### src/rtl/dest_scoreboard_pkg.sv
// dest_scoreboard_pkg
// Shared types and constants for the destination scoreboard.
// AWIDTH comes from the existing `AWIDTH macro (default 5); NREG, CWIDTH and
// the counter ceiling are derived here so every file agrees on them.

`ifndef AWIDTH
`define AWIDTH 5
`endif

package dest_scoreboard_pkg;

    localparam int AWIDTH = `AWIDTH;
    localparam int NREG   = 2 ** AWIDTH;
    localparam int CWIDTH = 2;

    typedef logic [AWIDTH-1:0] addr_t;
    typedef logic [CWIDTH-1:0] cnt_t;

    // Largest number of writes that may be in flight to one register.
    localparam cnt_t CNT_MAX = '1;

    // One issue slot as seen after the destination-select mux.
    typedef struct packed {
        logic  valid;
        logic  wen;
        addr_t rs;
        addr_t rt;
        addr_t dst;
    } slot_t;

    // How many of two qualified strobes target register r (0..2).
    function automatic logic [1:0] hitCount(input logic e0, input addr_t a0,
                                            input logic e1, input addr_t a1,
                                            input addr_t r);
        return {1'b0, (e0 && (a0 == r))} + {1'b0, (e1 && (a1 == r))};
    endfunction

endpackage

### src/rtl/dest_scoreboard_cell.sv
// sb_cnt_cell
// Pending-write counter for one architectural register.
// Ports:
//   i_clk, i_rst_n : clock, async active-low reset
//   i_inc          : issues targeting this register this cycle (0..2)
//   i_dec          : write-backs retiring this register this cycle (0..2)
//   i_flush        : clear the counter, ignoring this cycle's inc/dec
//   o_cnt          : current count
//   o_busy, o_full : count non-zero / count at ceiling
//   o_err          : pulse when the net update leaves the legal range

module sb_cnt_cell
    import dest_scoreboard_pkg::*;
(
    input  logic       i_clk,
    input  logic       i_rst_n,
    input  logic [1:0] i_inc,
    input  logic [1:0] i_dec,
    input  logic       i_flush,
    output cnt_t       o_cnt,
    output logic       o_busy,
    output logic       o_full,
    output logic       o_err
);

    localparam int WW = CWIDTH + 2;

    cnt_t          r_cnt;
    logic [WW-1:0] w_up;
    logic [WW-1:0] w_net;
    logic          w_under;
    logic          w_over;
    cnt_t          w_next;

    // Increments are added before the decrement so that an issue and a
    // write-back landing in the same cycle net out instead of underflowing.
    always_comb begin
        w_up    = {2'b00, r_cnt} + WW'(i_inc);
        w_under = w_up < WW'(i_dec);
        w_net   = w_up - WW'(i_dec);
        w_over  = !w_under && (w_net > WW'(CNT_MAX));
        w_next  = w_net[CWIDTH-1:0];
        if (i_flush) begin
            w_next = '0;
        end else if (w_under) begin
            w_next = '0;
        end else if (w_over) begin
            w_next = CNT_MAX;
        end
    end

    always_ff @(posedge i_clk or negedge i_rst_n) begin
        if (!i_rst_n) begin
            r_cnt <= '0;
        end else begin
            r_cnt <= w_next;
        end
    end

    assign o_cnt  = r_cnt;
    assign o_busy = (r_cnt != '0);
    assign o_full = (r_cnt == CNT_MAX);
    assign o_err  = !i_flush && (w_under || w_over);

endmodule

### src/rtl/dest_scoreboard.sv
// dest_scoreboard
// Tracks in-flight register writes for a dual-issue pair and produces the
// RAW/WAW stalls for both slots.
// Ports:
//   sb_clk, sb_rst_n                      : clock, async active-low reset
//   sb_i_valid/wen/rs/rt/dst{0,1}         : issue slots (dst is mux output)
//   sb_i_wb_en{0,1}, sb_i_wb_addr{0,1}    : write-back retire ports
//   sb_i_flush                            : synchronous squash of all counters
//   sb_o_stall0, sb_o_stall1              : combinational issue stalls
//   sb_o_err                              : sticky counter range error

module dest_scoreboard
    import dest_scoreboard_pkg::*;
(
    input  logic              sb_clk,
    input  logic              sb_rst_n,
    input  logic              sb_i_valid0,
    input  logic              sb_i_wen0,
    input  logic [AWIDTH-1:0] sb_i_rs0,
    input  logic [AWIDTH-1:0] sb_i_rt0,
    input  logic [AWIDTH-1:0] sb_i_dst0,
    input  logic              sb_i_valid1,
    input  logic              sb_i_wen1,
    input  logic [AWIDTH-1:0] sb_i_rs1,
    input  logic [AWIDTH-1:0] sb_i_rt1,
    input  logic [AWIDTH-1:0] sb_i_dst1,
    input  logic              sb_i_wb_en0,
    input  logic              sb_i_wb_en1,
    input  logic [AWIDTH-1:0] sb_i_wb_addr0,
    input  logic [AWIDTH-1:0] sb_i_wb_addr1,
    input  logic              sb_i_flush,
    output logic              sb_o_stall0,
    output logic              sb_o_stall1,
    output logic              sb_o_err
);

    slot_t            w_s0;
    slot_t            w_s1;
    cnt_t             w_cnt [NREG];
    logic [NREG-1:0]  w_busy;
    logic [NREG-1:0]  w_full;
    logic [NREG-1:0]  w_err;
    logic             w_wr0;
    logic             w_wr1;
    logic             w_same01;
    logic [2:0]       w_proj1;
    logic             w_cap1;
    logic             w_pair_raw;
    logic             w_stall0;
    logic             w_stall1;
    logic             w_iss0;
    logic             w_iss1;
    logic             r_err;

    assign w_s0 = '{valid: sb_i_valid0, wen: sb_i_wen0, rs: sb_i_rs0,
                    rt: sb_i_rt0, dst: sb_i_dst0};
    assign w_s1 = '{valid: sb_i_valid1, wen: sb_i_wen1, rs: sb_i_rs1,
                    rt: sb_i_rt1, dst: sb_i_dst1};

    // Register 0 is hard-wired untracked: it never looks busy or full.
    assign w_cnt[0]  = '0;
    assign w_busy[0] = 1'b0;
    assign w_full[0] = 1'b0;
    assign w_err[0]  = 1'b0;

    assign w_wr0 = w_s0.wen && (w_s0.dst != '0);
    assign w_wr1 = w_s1.wen && (w_s1.dst != '0);

    // Slot 1 capacity counts slot 0's pending increment when both target the
    // same register; write-backs are not credited this cycle.
    assign w_same01   = w_s0.valid && w_wr0 && (w_s0.dst == w_s1.dst);
    assign w_proj1    = {1'b0, w_cnt[w_s1.dst]} + {2'b00, w_same01} + 3'd1;
    assign w_cap1     = w_wr1 && (w_proj1 > {1'b0, CNT_MAX});
    assign w_pair_raw = w_s0.valid && w_wr0 &&
                        ((w_s0.dst == w_s1.rs) || (w_s0.dst == w_s1.rt));

    // Slot 1 stalls whenever slot 0 does not issue, keeping issue in order.
    assign w_stall0 = w_s0.valid &&
                      (w_busy[w_s0.rs] || w_busy[w_s0.rt] ||
                       (w_wr0 && w_full[w_s0.dst]));
    assign w_stall1 = w_s1.valid &&
                      (!w_s0.valid || w_stall0 ||
                       w_busy[w_s1.rs] || w_busy[w_s1.rt] ||
                       w_pair_raw || w_cap1);

    assign w_iss0 = w_s0.valid && !w_stall0;
    assign w_iss1 = w_s1.valid && !w_stall1;

    for (genvar r = 1; r < NREG; r++) begin : g_cell
        logic [1:0] w_inc;
        logic [1:0] w_dec;

        assign w_inc = hitCount(w_iss0 && w_s0.wen, w_s0.dst,
                                w_iss1 && w_s1.wen, w_s1.dst, addr_t'(r));
        assign w_dec = hitCount(sb_i_wb_en0, sb_i_wb_addr0,
                                sb_i_wb_en1, sb_i_wb_addr1, addr_t'(r));

        sb_cnt_cell u_cell (
            .i_clk   (sb_clk),
            .i_rst_n (sb_rst_n),
            .i_inc   (w_inc),
            .i_dec   (w_dec),
            .i_flush (sb_i_flush),
            .o_cnt   (w_cnt[r]),
            .o_busy  (w_busy[r]),
            .o_full  (w_full[r]),
            .o_err   (w_err[r])
        );
    end

    // Error flag latches any cell's range violation until reset; flush
    // leaves it alone.
    always_ff @(posedge sb_clk or negedge sb_rst_n) begin
        if (!sb_rst_n) begin
            r_err <= 1'b0;
        end else if (|w_err) begin
            r_err <= 1'b1;
        end
    end

    assign sb_o_stall0 = w_stall0;
    assign sb_o_stall1 = w_stall1;
    assign sb_o_err    = r_err;

endmodule

### config.mk
export PLATFORM = sky130hd
export DESIGN_NAME = dest_scoreboard
export DESIGN_NICKNAME = d
export VERILOG_FILES = /design/src/rtl/dest_scoreboard_pkg.sv /design/src/rtl/dest_scoreboard_cell.sv /design/src/rtl/dest_scoreboard.sv
export SDC_FILE = /design/constraint.sdc
export NUM_CORES = 1
export LEC_CHECK = 0
export ABC_AREA = 1
export CAP_MARGIN = 20
export CELL_PAD_IN_SITES_DETAIL_PLACEMENT = 1
export CELL_PAD_IN_SITES_GLOBAL_PLACEMENT = 1
export CORE_MARGIN = 2
export CORE_UTILIZATION = 50
export CTS_BUF_LIST = sky130_fd_sc_hd__clkbuf_8
export CTS_CLUSTER_SIZE = 30
export DETAILED_ROUTE_END_ITERATION = 7
export PLACE_DENSITY = 0.86
export SYNTH_ARGS = -nofsm -noshare
export SYNTH_HDL_FRONTEND = slang
export SYNTH_SLANG_ARGS = --single-unit
export TNS_END_PERCENT = 50
### constraint.sdc
create_clock -name sb_clk -period 8.2 [get_ports sb_clk]
set_clock_uncertainty 0.05 [all_clocks]
set_input_delay 1.64 -clock sb_clk [delete_from_list [all_inputs] [get_ports sb_clk]]
set_output_delay 1.64 -clock sb_clk [all_outputs]
set_load 0.05 [all_outputs]
==> results.py, run 1 <==
metrics = {
    "sta": {
        "fin_crit_ns": 7.262,
        "drv_slew": 0,
        "clock.fmax_mhz": 137.7,
        "relSlewSlack_pct": 26.84,
        "rsz0062_at_grt": "false",
        "hold_slack_ns": 0.7002,
        "setup_violations": 0,
        "hold_viol": 0,
        "fin_setup_tns_ns": 0,
        "tightest_slew_ns": 1.093,
        "final.period_utilization_pct": 88.56,
    },
    "clock_network": {
        "numCtsBuffers": 9,
        "clock-sinks": 63,
        "post-cts-setup-buffers": 0,
        "clk_pin_slew_ns": 0.09,
        "ctsHoldBuffers": 0,
        "root_buffer": "clkbuf_8",
        "clkLatencyLatePin_ns": 0.39,
        "cts_max_path_buffers": 2,
        "cts_tree": "yes",
        "cts_max_level": 3,
        "cts_resized": 0,
    },
    "yosys": {
        "yosysSeqAreaShare_pct": 13.73,
        "synth_area_leaders": "fa_1 (16%), nand2_1 (15%), dfrtp_1 (14%)",
        "yosysWarnings": 0,
        "yosysTopAreaCell": "fa_1",
        "synth.top_cell.area_share_pct": 16.21,
        "syn_nets": 1970,
        "synthCells": 1704,
        "netlist-cell-type-count": 42,
        "synth_area_mm2": 0.01148,
        "syn_area_per_cell_um2": 6.739,
        "ys_ff_latch": 63,
    },
    "critical_path": {
        "path_class": "in -> reg",
        "worst-r2r-setup-slack_ns": 2.73,
        "arrival_ns": 7.47,
        "worstPathRequired_ns": 8.41,
        "cp-start-kind": "primary input",
        "end_kind": "flop",
        "reg2reg_from": "g_cell[13].u_cell.o_cnt[0]",
        "path_max_fanout": 12,
        "r2r_end": "sb_o_err",
        "rr_worst_depth": 25,
    },
    "global_route": {
        "use_met3_pct": 6.639,
        "antenna_found_initial": 2,
        "gr-max-usage-layer": "met2",
        "grt_usage_pct": 36.96,
        "grt_pass1_vias": 12120,
        "overflow": 0,
        "grt_pass1_wl_um": 67700,
        "met1_usage_pct": 47.84,
        "grt_start_max_net_pins": 47,
        "grtUsageMet2_pct": 61.02,
    },
    "die": {
        "coreArea_mm2": 0.02257,
        "die_area_mm2": 0.02420,
        "die_width_um": 155.6,
        "start_util_pct": 50.88,
        "row_count": 55,
        "die_h_um": 155.6,
        "io_pins": 52,
    },
    "detailed_routing": {
        "drtPass1Iterations": 6,
        "vias": 11470,
        "drt_iter0_drc": 914,
        "drtAntennaViolNets": 0,
        "drcViolationCount": 0,
        "drt_wl_total_um": 43080,
        "drt-vias-per-instance": 5.684,
        "wl_per_cell_um": 21.35,
    },
    "finish": {
        "layout-drive-gt1-share_pct": 6.578,
        "antenna_cells": 0,
        "area_delta_synth_final_pct": 6.918,
        "fin_nets": 1995,
        "postLayoutCellArea_mm2": 0.01228,
        "final_cells": 2018,
        "fillers": 3036,
    },
    "hold_path": {
        "min_path_cells": 1,
        "holdCritStartpoint": "sb_o_err",
        "hold_end": "sb_o_err",
        "hold_path.class": "reg -> reg",
    },
    "placement": {
        "placed_cells": 2003,
        "hpwl_um": 35410,
        "post_dp_cell_area_mm2": 0.01205,
        "gp_congestion": 0.9619,
        "portBuffers": 51,
    },
    "pwr": {
        "ir_worst_vdd_v": 0.00007913,
        "p_total_mw": 1.772,
        "leakage_nw": 6.668,
        "powerDensity_mw_per_mm2": 144.3,
    },
    "run_status": {
        "status": "completed",
    },
    "run": {
        "cap_violations": 0,
    },
}
-- final cells by class --
| cell class | instances | area, um^2 | share of cell area, % |
|---|---|---|---|
| multi-input cells | 1265 | 8309 | 67.68 |
| flip-flops and latches | 63 | 1577 | 12.84 |
| inverters | 332 | 1252 | 10.20 |
| repair buffers | 58 | 553.0 | 4.504 |
| well taps | 285 | 356.6 | 2.904 |
| clock buffers | 12 | 165.2 | 1.345 |
| clock inverters | 3 | 65.06 | 0.5299 |
-- critical path: stages --
cell and delay (ns):
clkdlybuf4s50_1 0.96, inv_2 0.29, nand2_2 0.27, nor2_1 0.08, a21oi_1 0.12, nand2_1 0.07
nand2_1 0.06, nand3_1 0.08, nor2_1 0.12, nor2_1 0.07, nor2_1 0.12, nor2_2 0.08
nand3_4 0.33, buf_4 0.40, nor2_1 0.12, fa_1 0.41, ha_1 0.29, inv_1 0.06
fa_1 0.42, ha_1 0.28, a21boi_0 0.31, a31oi_1 0.20, nor2_1 0.17, nand2_1 0.08
nor2_1 0.29, nand3b_1 0.12
-- power breakdown --
| group | internal (mW) | switching, mW |
|---|---|---|
| sequential | 0.372 | 0.115 |
| clock | 0.194 | 0.159 |
| combinational | 0.293 | 0.639 |
-- synthesized netlist by cell type, drive strengths merged --
master / number
a41o: 1
a31oi: 13
a41oi: 1
nor3: 2
nand3: 117
a21boi: 18
or3: 2
o22ai: 3
xnor2: 5
clkbuf: 13
inv: 331
nand3b: 1
a22oi: 1
xor2: 6
nor2: 325
o21bai: 1
clkinv: 1
nand2: 469
o21ai: 29
ha: 124
nand4: 3
fa: 93
o211ai: 1
buf: 31
dfrtp: 63
o31ai: 13
a21oi: 37
-- how the worst max path moves through the flow --
stage                             from           to  slack [ns]  cells past startpoint
after floorplan            sb_i_rs0[1]  sb_o_stall1        2.70                     12
after global placement    sb_i_dst1[1]     sb_o_err        0.77                     26
after detailed placement  sb_i_dst1[1]     sb_o_err        0.63                     26
after CTS                 sb_i_dst1[1]     sb_o_err        1.06                     26
after global routing      sb_i_dst1[1]     sb_o_err        0.65                     26
final                     sb_i_dst1[1]     sb_o_err        0.94                     26
-- sequential cells by signal, summed over array words and instances, names as in the netlist --
register	count
g_cell.u_cell.o_cnt	62
sb_o_err	1
-- logic make-up (layout without fill, tap and decap cells) --
kind of cell	count (synthesis)	in the layout	share of synthesized area, %
flops	63	63	13.73
xor+xnor	11	11	0.8389
fa+ha+maj	217	217	29.72
simple gates	919	919	35.60
buf+inv	376	405	13.91
compound gates	118	118	6.200
-- metal layers --
layer	vias up	routed length [um]
li1	5221	-
met1	5670	18070
met2	463	19870
met3	112	3232
met4	4	1887
met5	-	21
-- stage by stage --
stage | util (%) | setup WS [ns]
6_report | 54.40 | 0.9380
5_1_grt | 54.40 | 0.6453
4_1_cts | 54.40 | 1.057
3_5_place_dp | 53.38 | 0.6335
3_3_place_gp | 53.38 | 0.7653
2_1_floorplan | - | 2.704
-- layout by cell type (no fill, tap or decap), drive strengths merged --
master	count
a21boi	18
buf	9
o21ai	29
a22oi	1
clkdlybuf4s50	49
nand2	469
ha	124
xnor2	5
nor2	325
nand4	3
o211ai	1
fa	93
xor2	6
nand3b	1
bufinv	2
clkinv	2
a41o	1
clkbuf	12
or3	2
o31ai	13
a41oi	1
a31oi	13
o22ai	3
o21bai	1
inv	331
dfrtp	63
a21oi	37
nor3	2
nand3	117
Power figures use the tool's default switching activity.
==> inputs of run 2 (changes only) <==
--- a/config.mk
+++ b/config.mk
@@ -10,11 +10,11 @@
 export CELL_PAD_IN_SITES_DETAIL_PLACEMENT = 1
 export CELL_PAD_IN_SITES_GLOBAL_PLACEMENT = 1
 export CORE_MARGIN = 2
-export CORE_UTILIZATION = 50
+export CORE_UTILIZATION = 47
 export CTS_BUF_LIST = sky130_fd_sc_hd__clkbuf_8
 export CTS_CLUSTER_SIZE = 30
 export DETAILED_ROUTE_END_ITERATION = 7
-export PLACE_DENSITY = 0.86
+export PLACE_DENSITY = 0.82
 export SYNTH_ARGS = -nofsm -noshare
 export SYNTH_HDL_FRONTEND = slang
 export SYNTH_SLANG_ARGS = --single-unit
==> constraint.sdc (replaced) <==
create_clock -name sb_clk -period 8 [get_ports sb_clk]
set_clock_uncertainty 0.05 [all_clocks]
set_input_delay 1.6 -clock sb_clk [delete_from_list [all_inputs] [get_ports sb_clk]]
set_output_delay 1.6 -clock sb_clk [all_outputs]
set_load 0.05 [all_outputs]
==> run 2 against run 1 <==
- wire length is 1.6% lower
- highest routed layer is now met4
- setup slack worse by 0.26 ns
- sequential power grew 3%
- hold slack worse by 0.19 ns
- final area increased by 0.22%
- global-route usage is 3.0 points lower
- clock power shrank 22%
- die area increased by 6.2%
- critical path depth stayed put
- sequential share of layout area about the same
- largest cell class unchanged
==> results.py, run 2 (synthesis gave the netlist of run 1 again) <==
metrics = {
    "run_status": {
        "status": "completed",
    },
    "clock_network": {
        "ctsHoldBuffers": 0,
        "clk_pin_slew_ns": 0.09,
        "root_buffer": "clkbuf_8",
        "cts_tree": "yes",
        "clkLatencyLatePin_ns": 0.39,
        "cts_max_path_buffers": 2,
        "numCtsBuffers": 9,
        "cts_max_level": 3,
        "clock-sinks": 63,
        "cts_resized": 0,
        "post-cts-setup-buffers": 0,
    },
    "pwr": {
        "p_comb_share_pct": 55.0,
        "leakage_nw": 6.647,
        "power.share.clock_pct": 16.0,
        "p_int_uw": 796.4,
        "ir_worst_vdd_v": 0.00008611,
        "p_sw_uw": 933.3,
        "powerDensity_mw_per_mm2": 140.6,
        "p_seq_share_pct": 29.0,
        "switching_share_pct": 53.96,
    },
    "critical_path": {
        "cp_slowest_cell": "clkdlybuf4s50_1",
        "worstPathRequired_ns": 8.22,
        "cp-start-kind": "primary input",
        "end_kind": "flop",
        "path_max_fanout": 17,
        "crit_top_cell": "nand2_1",
        "slowest_delay_ns": 0.96,
        "arrival_ns": 7.54,
        "path_class": "in -> reg",
    },
    "detailed_routing": {
        "drt_wl_total_um": 42370,
        "wl_per_cell_um": 20.55,
        "drt_iter0_drc": 899,
        "drtPass1Iterations": 5,
        "vias": 11290,
        "drtAntennaViolNets": 0,
        "drt-vias-per-instance": 5.477,
        "drcViolationCount": 0,
    },
    "sta": {
        "tightest_slew_ns": 0.9707,
        "fin_setup_tns_ns": 0,
        "setup_ws_ns": 0.6732,
        "final.period_utilization_pct": 91.59,
        "setup_violations": 0,
        "rsz0062_at_grt": "false",
        "clock.fmax_mhz": 136.5,
        "relSlewSlack_pct": 35.28,
        "fin_crit_ns": 7.327,
        "hold_viol": 0,
        "drv_slew": 0,
    },
    "die": {
        "io_pins": 52,
        "die_area_mm2": 0.02570,
        "die_h_um": 160.3,
        "row_count": 57,
        "die_width_um": 160.3,
        "start_util_pct": 47.50,
        "coreArea_mm2": 0.02418,
    },
    "global_route": {
        "grt_pass1_wl_um": 66570,
        "grt_start_max_net_pins": 64,
        "grt_usage_pct": 33.93,
        "overflow": 0,
        "antenna_found_initial": 0,
        "grt_pass1_vias": 12020,
    },
    "placement": {
        "hpwl_um": 34960,
        "portBuffers": 51,
        "gp_congestion": 0.9769,
        "post_dp_cell_area_mm2": 0.01213,
        "pre_cts_ws_ns": 0.3809,
    },
    "finish": {
        "fillers": 3296,
        "postLayoutCellArea_mm2": 0.01231,
        "final_common_cell": "nand2_1",
        "fin_nets": 2000,
        "final_cell_mix": "nand2_1 (457), inv_1 (312), nor2_1 (274)",
        "area_delta_synth_final_pct": 7.159,
        "antenna_cells": 0,
        "largest_reg_flops": 62,
        "multi_input_area_mm2": 0.008309,
        "register_area_mm2": 0.001577,
        "layout-drive-gt1-share_pct": 6.847,
    },
    "run": {
        "cap_violations": 0,
    },
    "hold_path": {
        "hold_path.class": "reg -> reg",
    },
}
## run 2: path summary, 6_finish.rpt
check                           slack (ns)                          to  cells past startpoint                       start
worst max register to register        2.64                    sb_o_err                     25  g_cell[13].u_cell.o_cnt[0]
worst max-delay path                  0.67                    sb_o_err                     26                sb_i_dst1[1]
min in group asynchronous             1.38  g_cell[15].u_cell.o_cnt[1]                      2                    sb_rst_n
worst min register to register        0.51                    sb_o_err                      1                    sb_o_err
max in group asynchronous             5.86  g_cell[19].u_cell.o_cnt[0]                      2                    sb_rst_n
worst min-delay path                  0.51                    sb_o_err                      1                    sb_o_err
## run 2: area by class of cell
cell class / count / area share [%]
clock buffers: 9 / 1.007
clock inverters: 6 / 0.3864
inverters: 332 / 10.18
multi-input cells: 1265 / 67.52
flip-flops and latches: 63 / 12.81
well taps: 324 / 3.294
repair buffers: 63 / 4.799
## run 2: power groups by stage
stage | Combinational [mW] | Clock [mW] | Sequential (mW)
3_3_place_gp | 0.896 | 0 | 0.499
2_1_floorplan | 0.627 | 0 | 0.449
3_5_place_dp | 0.933 | 0 | 0.502
5_1_grt | 1.07 | 0.294 | 0.508
6_report | 0.952 | 0.277 | 0.501
4_1_cts | 0.942 | 0.285 | 0.497
## run 2: stage by stage
stage	hold WS (ns)	utilization [%]	instances	total power [mW]
final	0.5116	50.90	2062	1.730
after global placement	0.4885	50.19	2047	1.395
after CTS	0.4970	50.90	2062	1.724
after floorplan	0.7479	-	1704	1.077
after global routing	0.5378	50.90	2062	1.876
after detailed placement	0.4670	50.19	2047	1.435
## run 2: worst max-delay path: cells and delay by family
kind	cells	cell delay (ns)
buffers and inverters	4	1.63
AND/OR/NAND/NOR	14	2.11
adder cells (fa/ha/maj)	4	1.41
AO/OA/AOI/OAI	4	0.77
## run 2: metal layers
metal	global-route usage [%]	routed length, um	vias to the layer above
li1	-	-	5231
met1	44.22	18330	5581
met2	57.20	19850	389
met3	4.029	2307	93
met4	14.54	1883	0
met5	0	0	-
==> inputs of run 3 (changes only) <==
--- a/config.mk
+++ b/config.mk
@@ -6,7 +6,6 @@
 export NUM_CORES = 1
 export LEC_CHECK = 0
 export ABC_AREA = 1
-export CAP_MARGIN = 20
 export CELL_PAD_IN_SITES_DETAIL_PLACEMENT = 1
 export CELL_PAD_IN_SITES_GLOBAL_PLACEMENT = 1
 export CORE_MARGIN = 2
==> results of run 3 <==
No change in the layout: final DEF, timing and power equal those of run 2.
